## config.mk

```make
export PLATFORM = sky130hd
export DESIGN_NAME = rotate_shift_sequencer_flat
export DESIGN_NICKNAME = d
export VERILOG_FILES = /design/src/rtl/rotate_shift_sequencer_if.sv /design/src/rtl/rotate_shift_sequencer.sv /design/src/flat_wrapper.sv
export SDC_FILE = /design/constraint.sdc
export NUM_CORES = 1
export LEC_CHECK = 0
export CORE_ASPECT_RATIO = 1.1
export CORE_MARGIN = 5
export CORE_UTILIZATION = 48
export CTS_BUF_LIST = sky130_fd_sc_hd__clkbuf_4
export CTS_CLUSTER_DIAMETER = 40
export CTS_CLUSTER_SIZE = 12
export DETAILED_ROUTE_END_ITERATION = 10
export PLACE_DENSITY = 0.86
export SETUP_SLACK_MARGIN = 0.3
export SYNTH_ARGS = -nofsm -noshare
export SYNTH_HDL_FRONTEND = slang
export SYNTH_SLANG_ARGS = --single-unit
```

## constraint.sdc

```tcl
create_clock -name clk -period 3.9 [get_ports clk]
set_input_delay 0.975 -clock clk [delete_from_list [all_inputs] [get_ports clk]]
set_output_delay 0.975 -clock clk [all_outputs]
set_load 0.01 [all_outputs]
```

## src/rtl/rotate_shift_sequencer_if.sv

```systemverilog
// Request/result handshake bundle for the iterative rotate/shift sequencer.
// The master issues ops and consumes results; the slave is the sequencer.
interface rotate_shift_sequencer_if;
   logic        in_valid;
   logic        in_ready;
   logic [2:0]  op;
   logic [31:0] operand;
   logic [31:0] amount;
   logic        out_valid;
   logic        out_ready;
   logic [31:0] result;
   logic        illegal;
   logic        busy;

   modport master (
      output in_valid, op, operand, amount, out_ready,
      input  in_ready, out_valid, result, illegal, busy
   );

   modport slave (
      input  in_valid, op, operand, amount, out_ready,
      output in_ready, out_valid, result, illegal, busy
   );
endinterface

```

## src/rtl/rotate_shift_sequencer.sv

```systemverilog
// Iterative rotate/shift unit: moves the operand at most STEP bit positions per
// clock, then holds the result until the consumer takes it.
module rotate_shift_sequencer #(
   parameter int unsigned STEP = 1
) (
   input logic                      clk,
   input logic                      reset_n,
   rotate_shift_sequencer_if.slave  bus
);

   localparam logic [2:0] OpRol  = 3'b000;
   localparam logic [2:0] OpRor  = 3'b001;
   localparam logic [2:0] OpShl  = 3'b010;
   localparam logic [2:0] OpShr  = 3'b011;
   localparam logic [2:0] OpShra = 3'b100;
   localparam logic [4:0] StepAmt = 5'(STEP);

   typedef enum logic [1:0] {StIdle, StRun, StDone} state_e;

   state_e      state_q, state_d;
   logic [31:0] work_q, work_d;
   logic [4:0]  rem_q, rem_d;
   logic [2:0]  op_q, op_d;
   logic        illegal_q, illegal_d;

   logic [4:0]  k;
   logic [4:0]  rem_next;
   logic [63:0] dbl;
   logic [31:0] shifted;
   logic        req_legal;

   // Only amount[4:0] matters; the upper bits are deliberately dropped.
   logic unused_amount;
   assign unused_amount = ^bus.amount[31:5];

   assign k         = (rem_q < StepAmt) ? rem_q : StepAmt;
   assign rem_next  = rem_q - k;
   assign req_legal = (bus.op <= OpShra);

   // Rotates use a doubled word so the bits leaving one end reappear at the other.
   always_comb begin
      dbl     = {work_q, work_q};
      shifted = work_q;
      case (op_q)
         OpRol: begin
            dbl     = {work_q, work_q} << k;
            shifted = dbl[63:32];
         end
         OpRor: begin
            dbl     = {work_q, work_q} >> k;
            shifted = dbl[31:0];
         end
         OpShl:   shifted = work_q << k;
         OpShr:   shifted = work_q >> k;
         OpShra:  shifted = 32'($signed(work_q) >>> k);
         default: shifted = work_q;
      endcase
   end

   always_comb begin
      state_d   = state_q;
      work_d    = work_q;
      rem_d     = rem_q;
      op_d      = op_q;
      illegal_d = illegal_q;
      unique case (state_q)
         StIdle: begin
            if (bus.in_valid) begin
               op_d      = bus.op;
               work_d    = bus.operand;
               rem_d     = bus.amount[4:0];
               illegal_d = !req_legal;
               state_d   = (req_legal && (bus.amount[4:0] != 5'd0)) ? StRun : StDone;
            end
         end
         StRun: begin
            work_d = shifted;
            rem_d  = rem_next;
            if (rem_next == 5'd0) begin
               state_d = StDone;
            end
         end
         StDone: begin
            if (bus.out_ready) begin
               state_d = StIdle;
            end
         end
         default: state_d = StIdle;
      endcase
   end

   always_ff @(posedge clk or negedge reset_n) begin
      if (!reset_n) begin
         state_q   <= StIdle;
         work_q    <= 32'd0;
         rem_q     <= 5'd0;
         op_q      <= 3'd0;
         illegal_q <= 1'b0;
      end else begin
         state_q   <= state_d;
         work_q    <= work_d;
         rem_q     <= rem_d;
         op_q      <= op_d;
         illegal_q <= illegal_d;
      end
   end

   assign bus.in_ready  = (state_q == StIdle);
   assign bus.out_valid = (state_q == StDone);
   assign bus.busy      = (state_q != StIdle);
   assign bus.result    = work_q;
   assign bus.illegal   = illegal_q;

endmodule

```

## src/flat_wrapper.sv

```systemverilog
// flat-port wrapper written by rule: the top's interface ports become plain ports
module rotate_shift_sequencer_flat 
#(
   parameter int unsigned STEP = 1
)
  (clk, reset_n, bus_in_valid, bus_op, bus_operand, bus_amount, bus_out_ready, bus_in_ready, bus_out_valid, bus_result, bus_illegal, bus_busy);
  rotate_shift_sequencer_if bus_i ();
  input logic clk;
  input logic reset_n;
  input wire logic [$bits(bus_i.in_valid)-1:0] bus_in_valid;
  input wire logic [$bits(bus_i.op)-1:0] bus_op;
  input wire logic [$bits(bus_i.operand)-1:0] bus_operand;
  input wire logic [$bits(bus_i.amount)-1:0] bus_amount;
  input wire logic [$bits(bus_i.out_ready)-1:0] bus_out_ready;
  output wire logic [$bits(bus_i.in_ready)-1:0] bus_in_ready;
  output wire logic [$bits(bus_i.out_valid)-1:0] bus_out_valid;
  output wire logic [$bits(bus_i.result)-1:0] bus_result;
  output wire logic [$bits(bus_i.illegal)-1:0] bus_illegal;
  output wire logic [$bits(bus_i.busy)-1:0] bus_busy;
  assign bus_i.in_valid = bus_in_valid;
  assign bus_i.op = bus_op;
  assign bus_i.operand = bus_operand;
  assign bus_i.amount = bus_amount;
  assign bus_i.out_ready = bus_out_ready;
  assign bus_in_ready = bus_i.in_ready;
  assign bus_out_valid = bus_i.out_valid;
  assign bus_result = bus_i.result;
  assign bus_illegal = bus_i.illegal;
  assign bus_busy = bus_i.busy;
  rotate_shift_sequencer #(.STEP(STEP)) u_core (.clk(clk), .reset_n(reset_n), .bus(bus_i));
endmodule
```

==> metrics, run 1 <==
Leakage Power 1.48 nW; Syn Area/Cell 8.90 sq um; Power Dens Cells 864 mW/mm^2; Die X 80.8 microns; largest net degree at the start of global routing 44; max_cap viols 0; Reg2Reg Setup Slack 1.55 ns; post_cts resized 0; Worst Path Required 2.92 ns; worst-skew pair later-pin latency 0.36 ns; CP top delay family buffers and inverters; worst hold start u_core.bus.illegal; gr ovfl total 0; Max Slew Vio Count 0; final setup fails 0; CTS H-tree lvls 2; Hold Crit Class flop to flop; Crit path arrival time 1.66 ns; worst reg2reg startpoint u_core.op_q[2]; nets@finish 438; ratio of final minimum period to clock period 67.6%; Setup crit start kind flop; antenna violations before repair 0; Yosys cell types 45; slowest stage delay, CP 0.57 ns; status complete, no violations; Max VDD drop 0.506 mV; CP Cell Sequence nor2b_1 > clkdlybuf4s50_1; Critical-path top delay cell clkdlybuf4s50_1; cells after synthesis 297; Final HPWL DP 4.97 mm; Starting DRT DRC Count 246; worst r2r path cells 5; IO Port Bufs 79; Die Span Y 87.8 microns; Max Freq 0.379 GHz; Setup Buffers After CTS 0; CTS max path bufs 2; CTS tree done; Core Region 0.00536 sq mm; relative slew slack 33.7%; Root Driver clkbuf_4; GP Congestion 0.864; Setup TNS 0 ns; Worst Hold Path EP u_core.bus.illegal; post-route ant nets 0; share of cells above drive strength 1 11.4%; pre-CTS WS 1.18 ns; Post-synth ARST share 100%; hold buffers post-CTS 0; register area share after synthesis 40.7%; area of the multi-input gates 0.00131 sq mm; CP Capture Type output pin; slack of the critical path 1.26 ns; CP bufs+invs 1; WS Path Type flop to output pin; Clk pin slew, worst setup/hold paths 0.13 ns; first-pass GRT wire length 11.8 mm; endpoints failing hold 0; worst-path fanout max 11; fin crit period 2.64 ns; Num CTS Buffers 5; routed len/inst 16.2 microns; Clock Skews 0.0157 ns; reg2reg end u_core.bus.result[27]; number of synthesized flops with an enable pin 0; syn_nets 369; Reg area 0.00108 sq mm; vias 2496; Routed WL 7.14 mm; drt first pass iters 5; Main synth FF type dfrtp_1; post-synthesis register bit count 43; number of global-route vias before repair 2532; Clock Sinks 43; filler instances 444; hold path depth 2; Mapped Area 0.00264 sq mm; Worst-Margin Slew 0.994 ns; RSZ-0062 raised after global routing false; Synth Warn # 0; Initial Utilization 49.3%; Total GRT Usage 21.1%; area grow syn2layout 31.7%; Ports 107; full die area 0.00709 sq mm; DRC errors left 0; vias per cell 5.65; Site Rows 28; antenna cells 0
## area by class of cell
cell class | count | area share [%]
inverter | 34 | 3.67
tap | 75 | 2.69
sequential | 43 | 30.9
timing repair buffer | 84 | 23.6
multi-input combinational | 198 | 37.6
clock buffer | 5 | 1.08
clock inverter | 3 | 0.431
## worst reg2reg max path: stages, from the launching register on
cell and delay [ns]:
dfrtp_1 0.47, nor2_1 0.13, buf_4 0.30, or2_1 0.83, o21ai_0 0.26, a221oi_2 0.29
## synthesized netlist by cell type (2+ instances only)
library cell,n,share of area [%]
o21ai_1,13,2.5
o21ai_0,39,7.4
a221o_1,3,1.1
clkbuf_1,10,1.4
nand2_1,25,3.5
nor2_1,27,3.8
o221ai_1,10,3.3
or3b_1,2,0.66
nor4_1,2,0.47
or4_1,2,0.57
buf_6,5,2.1
nor3_1,13,2.5
a21o_1,2,0.57
nor2b_1,4,0.95
dfrtp_1,43,41
buf_2,6,1.1
and2_1,2,0.47
a21oi_1,10,1.9
inv_1,34,4.8
a221oi_2,20,11
## per-layer routing
layer	up-vias	track usage, %	share of wire (%)
met5	-	0	0
met1	1214	26.9	43
met3	10	3.91	5.4
li1	1200	-	-
met4	0	6.45	1.7
met2	72	36.4	50
## metrics by stage
step / utilization (%) / instance area, sq um / total power [mW] / hold slack [ns] / instances
final: 65.0 / 3480 / 3.01 / 0.518 / 442
after global routing: 65.0 / 3480 / 3.26 / 0.559 / 442
after CTS: 65.0 / 3480 / 3.00 / 0.520 / 442
after detailed placement: 64.0 / 3430 / 2.79 / 0.486 / 434
after global placement: 64.0 / 3430 / 2.73 / 0.478 / 434
after floorplan: - / 2640 / 2.17 / 0.480 / 297
## cells in the final DEF, fill, tap and decap left out, types with 2 or more instances in the layout
master and instances:
clkinv_2 3, nor2b_1 4, clkbuf_4 5, o221ai_1 10, or3b_1 2, o21ai_0 39, nor4_1 2, and2_1 2
a221o_1 3, o21ai_1 13, a21o_1 2, or4_1 2, a221oi_2 20, dfrtp_1 43, nor2_1 27, buf_4 5
nand2_1 25, clkdlybuf4s50_1 78, a21oi_1 10, inv_1 34, nor3_1 13
## sequential cells by signal (all words and copies together) (netlist names)
register,flops
u_core.bus.illegal,1
u_core.bus.result,32
u_core.op_q,3
u_core.rem_q,5
u_core.state_q,2
## cells by family after synthesis
kind of cell             share of synthesized area (%)
AO/OA/AOI/OAI                                     32.7
AND/OR/NAND/NOR                                   16.0
buffers and inverters                             9.80
flip-flops                                        40.7
multiplexers                                     0.379
adder cells (fa/ha/maj)                          0.473
## where the power goes
group	internal [mW]	switching [mW]
Combinational	0.865	1.05
Clock	0.0674	0.151
Sequential	0.657	0.217
## worst max path at each step
stage | depth (start not counted) | start | end | slack, ns
2_1_floorplan | 5 | bus_in_valid | u_core.rem_q[3] | 1.92
3_3_place_gp | 5 | bus_in_valid | u_core.rem_q[3] | 1.22
3_5_place_dp | 5 | bus_in_valid | u_core.bus.result[7] | 1.18
4_1_cts | 2 | u_core.state_q[0] | bus_out_valid | 1.26
5_1_grt | 3 | u_core.state_q[0] | bus_busy | 1.19
6_report | 2 | u_core.state_q[0] | bus_out_valid | 1.26
(Power assumes the default switching activity.)
==> run 2: changes to the inputs <==
--- a/config.mk
+++ b/config.mk
@@ -7,12 +7,12 @@
 export LEC_CHECK = 0
 export CORE_ASPECT_RATIO = 1.1
 export CORE_MARGIN = 5
-export CORE_UTILIZATION = 48
+export CORE_UTILIZATION = 45
 export CTS_BUF_LIST = sky130_fd_sc_hd__clkbuf_4
 export CTS_CLUSTER_DIAMETER = 40
 export CTS_CLUSTER_SIZE = 12
 export DETAILED_ROUTE_END_ITERATION = 10
-export PLACE_DENSITY = 0.86
+export PLACE_DENSITY = 0.81
 export SETUP_SLACK_MARGIN = 0.3
 export SYNTH_ARGS = -nofsm -noshare
 export SYNTH_HDL_FRONTEND = slang
==> constraint.sdc (replaced) <==
create_clock -name clk -period 2.65 [get_ports clk]
set_input_delay 0.6625 -clock clk [delete_from_list [all_inputs] [get_ports clk]]
set_output_delay 0.6625 -clock clk [all_outputs]
set_load 0.01 [all_outputs]
==> run 2 against run 1 <==
Net effect: sequential power is 46% higher; worst setup slack worse by 0.85 ns; critical path depth stayed put; die area is 5.9% higher; sequential cell count is the same; clock skew fell by 0.0018 ns; global-route usage is 0.91 points lower.
==> metrics, run 2 (same netlist as run 1, synthesis figures left out) <==
status complete, no violations; Setup crit start kind flop; Crit path arrival time 1.58 ns (-0.08 ns); max reg flops 32 (unchanged); full die area 0.00751 sq mm (+5.9%); Routed WL 7.58 mm (+6.1%); largest net degree at the start of global routing 36 (-18%); antenna violations before repair 0 (unchanged); Setup TNS 0 ns (unchanged); Die X 83.1 microns (+2.9%); Critical-path top delay cell clkdlybuf4s50_1; CP Capture Type output pin; area grow syn2layout 34.9%; Leakage Power 1.52 nW (+2.6%); post-place instance area 0.00349 sq mm (+1.8%); gr busiest metal met2; Power Dens Cells 1290 mW/mm^2 (+49%); post-route ant nets 0 (unchanged); gr ovfl total 0 (unchanged); worst-skew pair later-pin latency 0.36 ns (about the same); Root Driver clkbuf_4; first-pass GRT wire length 12.6 mm (+7.4%); Clk pin slew, worst setup/hold paths 0.13 ns (about the same); Initial Utilization 46.1% (-3.2 points); GP Congestion 0.905 (+4.8%); ratio of final minimum period to clock period 84.6%; relative slew slack 59.5% (+26 points); WS Path Type flop to output pin; worst-path fanout max 8 (-3); CTS tree done; Hold Crit Class input port to async pin; nets@finish 446 (+1.8%); Ports 107 (unchanged); antenna cells 0 (unchanged); RSZ-0062 raised after global routing false; endpoints failing hold 0 (unchanged); Core Region 0.00573 sq mm (+7.0%); Clock Skews 0.0138 ns (-0.00183 ns); Total GRT Usage 20.2% (-0.91 points); CP Cell Sequence nor2b_1 > clkdlybuf4s50_1; post-route cell area 0.00357 sq mm (+2.4%); routed len/inst 16.8 microns (+4.2%); max_cap viols 0 (unchanged); PnR Total Power 4.58 mW (+52%); Worst-Margin Slew 0.606 ns (-0.388 ns); filler instances 536 (+21%); Clock Sinks 43 (unchanged); met1 Usage GRT 24.3% (-2.6 points); Starting DRT DRC Count 205 (-17%); Worst Path Required 1.99 ns (-0.93 ns); IO Port Bufs 79 (unchanged); met2 Use GR 35.9% (-0.55 points); Max Freq 0.446 GHz; Max VDD drop 0.662 mV (+31%); drt first pass iters 4 (-1); final setup fails 0 (unchanged); Num CTS Buffers 5 (unchanged); GR met3 Demand/Resource 3.65% (-0.26 points); share of cells above drive strength 1 13.4% (+2.0 points); commonest non-fill, non-tap cell in the layout clkdlybuf4s50_1; most frequent cells in the layout 78 x clkdlybuf4s50_1, 42 x dfrtp_1, 39 x o21ai_0, 34 x inv_1, 26 x nor2_1; Max Slew Vio Count 0 (unchanged); Final HPWL DP 5.42 mm (+9.2%); slowest stage delay, CP 0.56 ns (about the same); CTS H-tree lvls 2 (unchanged); CTS max path bufs 2 (unchanged); number of global-route vias before repair 2681 (+5.9%); CP top delay family buffers and inverters; CP bufs+invs 1 (unchanged); DRC errors left 0 (unchanged); Die Span Y 90.4 microns (+2.9%); fin crit period 2.24 ns; vias per cell 5.70 (+0.86%); vias 2563 (+2.7%); hold buffers post-CTS 0 (unchanged); Site Rows 29 (+3.6%)
run 2: cell count changes in the layout (fill, tap and decap cells not counted):
cell      before  now
buf_4          5   11
clkinv_2       3    0
buf_12         0    2
clkbuf_4       5    6
dfrtp_1       43   42
dfrtp_2        0    1
nor2_1        27   26
nor2_2         0    1
run 2: area by class of cell:
class,instances,area [sq um],area share [%]
Clock buffer,6,45.0,1.26
Inverter,34,128,3.58
Multi-Input combinational cell,198,1310,36.8
Sequential cell,43,1080,30.2
Tap cell,77,96.3,2.70
Timing Repair Buffer,92,908,25.5
run 2: per-stage QoR:
stage / instances / hold slack (ns) / worst slack [ns] / utilization [%]
5_1_grt: 450 / 0.0667 / 0.315 / 62.2
4_1_cts: 446 / 0.0743 / 0.313 / 61.7
6_report: 450 / 0.0830 / 0.409 / 62.2
3_5_place_dp: 440 / 0.477 / 0.335 / 60.9
3_3_place_gp: 440 / 0.477 / 0.365 / 60.9
2_1_floorplan: 297 / 0.367 / 0.976 / -
run 2: repair_timing:
| action | in CTS | in global routing |
|---|---|---|
| endpoints found under the setup margin | 0 | 3 |
| buffers inserted | 0 | 4 |
| gates resized for setup | 0 | 1 |
run 2: worst paths after layout:
path | startpoint | endpoint | slack, ns | depth (start not counted)
setup / recovery | u_core.state_q[1] | bus_out_valid | 0.41 | 2
hold / removal | reset_n | u_core.bus.result[21] | 0.08 | 1
max in group asynchronous | reset_n | u_core.state_q[0] | 2.07 | 2
min in group clk | u_core.bus.illegal | u_core.bus.illegal | 0.52 | 2
hold reg to reg | u_core.bus.illegal | u_core.bus.illegal | 0.52 | 2
setup reg to reg | u_core.op_q[2] | u_core.bus.result[9] | 0.71 | 5
run 2: metal layers:
metal	vias to the layer above	part of all wire, %
met1	1248	40
met5	-	0
li1	1217	-
met3	13	5.4
met4	0	2.0
met2	85	53
run 2: where the power goes:
group	internal (mW)	leakage [nW]	switching, mW	total, mW
sequential	0.969	0.495	0.307	1.28
clock	0.105	0.0276	0.211	0.316
combinational	1.38	0.999	1.61	2.99
==> run 3: changes to the inputs <==
==> constraint.sdc (replaced) <==
create_clock -name clk -period 2.3 [get_ports clk]
set_input_delay 0.575 -clock clk [delete_from_list [all_inputs] [get_ports clk]]
set_output_delay 0.575 -clock clk [all_outputs]
set_load 0.01 [all_outputs]
==> run 3 against run 2 <==
Net effect: via count down 0.59%; sequential power grew 15%; first-iteration DRC count rose by 34%; core utilization grew 0.92 points; routed wire length is 3.3% lower; hold slack better by 0.081 ns; highest routed layer unchanged; largest cell class unchanged; sequential share of layout area is 0.37 points lower; clock skew grew 0.0042 ns; critical endpoint unchanged; register-to-register slack got worse by 0.31 ns; cell count up 0.67%; worst setup slack worse by 0.039 ns.
==> metrics, run 3 (same netlist as run 1, synthesis figures left out) <==
status complete, no violations; largest net degree at the start of global routing 44 (+22%); Num CTS Buffers 5 (unchanged); Hold Crit Class input port to async pin; Ports 107 (unchanged); CTS H-tree lvls 2 (unchanged); Hold Slack 0.164 ns (+0.0808 ns); Site Rows 29 (unchanged); Die Span Y 90.4 microns (unchanged); GP Congestion 0.889 (-1.7%); gr ovfl total 0 (unchanged); Starting DRT DRC Count 274 (+34%); Final HPWL DP 5.28 mm (-2.6%); share of cells above drive strength 1 14.9% (+1.5 points); post-place instance area 0.00352 sq mm (+0.79%); Crit path arrival time 1.35 ns (-0.23 ns); Worst-Margin Slew 0.396 ns (-0.209 ns); Max Slew Vio Count 0 (unchanged); fin crit period 1.93 ns; area grow syn2layout 36.9%; antenna violations before repair 0 (unchanged); Setup crit start kind flop; number of global-route vias before repair 2691 (+0.37%); filler instances 530 (-1.1%); Initial Utilization 46.1% (unchanged); drt first pass iters 4 (unchanged); CTS max path bufs 2 (unchanged); commonest non-fill, non-tap cell in the layout clkdlybuf4s50_1; ratio of final minimum period to clock period 83.9%; slack of the critical path 0.370 ns (-0.0385 ns); post-route cell area 0.00362 sq mm (+1.5%); Core Region 0.00573 sq mm (unchanged); Routed WL 7.33 mm (-3.3%); area of the multi-input gates 0.00131 sq mm (+0.19%); worst-path fanout max 2 (-6); max reg flops 32 (unchanged); final setup fails 0 (unchanged); max_cap viols 0 (unchanged); Root Driver clkbuf_4; Clock Sinks 43 (unchanged); Die X 83.1 microns (unchanged); DRC errors left 0 (unchanged); CP Capture Type output pin; full die area 0.00751 sq mm (unchanged); vias per cell 5.62 (-1.2%); worst-skew pair later-pin latency 0.36 ns (about the same); first-pass GRT wire length 12.7 mm (+0.28%); utilization after layout 63.1% (+0.92 points); antenna cells 0 (unchanged); post-route ant nets 0 (unchanged); Power Dens Cells 1480 mW/mm^2 (+16%); Max VDD drop 0.853 mV (+29%); CTS tree done; Setup TNS 0 ns (unchanged); pre-CTS WS 0.122 ns (-0.212 ns); Worst Path Required 1.73 ns (-0.26 ns); Clock Skews 0.0180 ns (+0.00417 ns); relative slew slack 73.6% (+14 points); Leakage Power 1.55 nW (+2.0%); most frequent cells in the layout 75 x clkdlybuf4s50_1, 40 x dfrtp_1, 39 x o21ai_0, 34 x inv_1; Max Freq 0.518 GHz; WS Path Type flop to output pin; nets@finish 447 (+0.22%); vias 2548 (-0.59%); RSZ-0062 raised after global routing false; Reg area 0.00108 sq mm (+0.23%); routed len/inst 16.2 microns (-3.9%); IO Port Bufs 79 (unchanged); Total GRT Usage 20.1% (-0.073 points); endpoints failing hold 0 (unchanged); Clk pin slew, worst setup/hold paths 0.14 ns (about the same)
[run 3: changes by cell type in the layout (fill, tap and decap cells not counted), sizes merged]
cell / previous run / this run
buf: 14 / 15
bufinv: 0 / 1
clkbuf: 6 / 5
clkdlybuf4s50: 78 / 75
clkinv: 0 / 2
dlygate4sd2: 0 / 3
[run 3: worst paths after layout]
kind,start,end,slack (ns),depth (start not counted)
max reg2reg,u_core.op_q[0],u_core.bus.result[24],0.40,6
min reg2reg,u_core.bus.illegal,u_core.bus.illegal,0.51,2
min in group clk,u_core.bus.illegal,u_core.bus.illegal,0.51,2
max,u_core.state_q[1],bus_out_valid,0.37,3
min,reset_n,u_core.bus.result[15],0.16,2
max in group asynchronous,reset_n,u_core.state_q[0],1.90,2
[run 3: report_power, final]
part | leakage, nW | internal (mW) | switching [mW] | total (mW)
clock network | 0.0426 | 0.224 | 0.253 | 0.477
registers | 0.493 | 1.12 | 0.349 | 1.47
logic | 1.02 | 1.59 | 1.84 | 3.43
[run 3: cell type report]
type	count	area share (%)
clock buffers	5	1.04
clock inverters	3	1.07
inverters	34	3.53
multi-input cells	198	36.3
flip-flops and latches	43	29.8
well taps	77	2.66
repair buffers	93	25.6
[run 3: worst max-delay path, stage by stage, from the launching register on]
cell,delay (ns)
dfrtp_2,0.44
buf_4,0.14
nor2b_1,0.13
dlygate4sd2_1,0.28
[run 3: through the flow]
stage | cells | total power [mW]
floorplan | 297 | 3.68
global placement | 442 | 4.79
detailed placement | 442 | 4.89
CTS | 453 | 5.39
global route | 453 | 5.84
finish | 453 | 5.37
[run 3: per-layer routing]
| metal | track usage (%) | wire (microns) | up-vias | share of wire [%] |
|---|---|---|---|---|
| met5 | 0 | 0 | - | 0 |
| met4 | 7.63 | 127 | 0 | 1.7 |
| met3 | 3.83 | 440 | 10 | 6.0 |
| met2 | 34.4 | 3830 | 93 | 52 |
| met1 | 25.0 | 2930 | 1226 | 40 |
| li1 | - | - | 1219 | - |
[run 3: timing repair]
action	4_1_cts	5_1_grt
pin swaps	0	1
hold buffers	0	0
setup endpoints to repair	3	15
buffers inserted	3	0
resized for setup	6	2
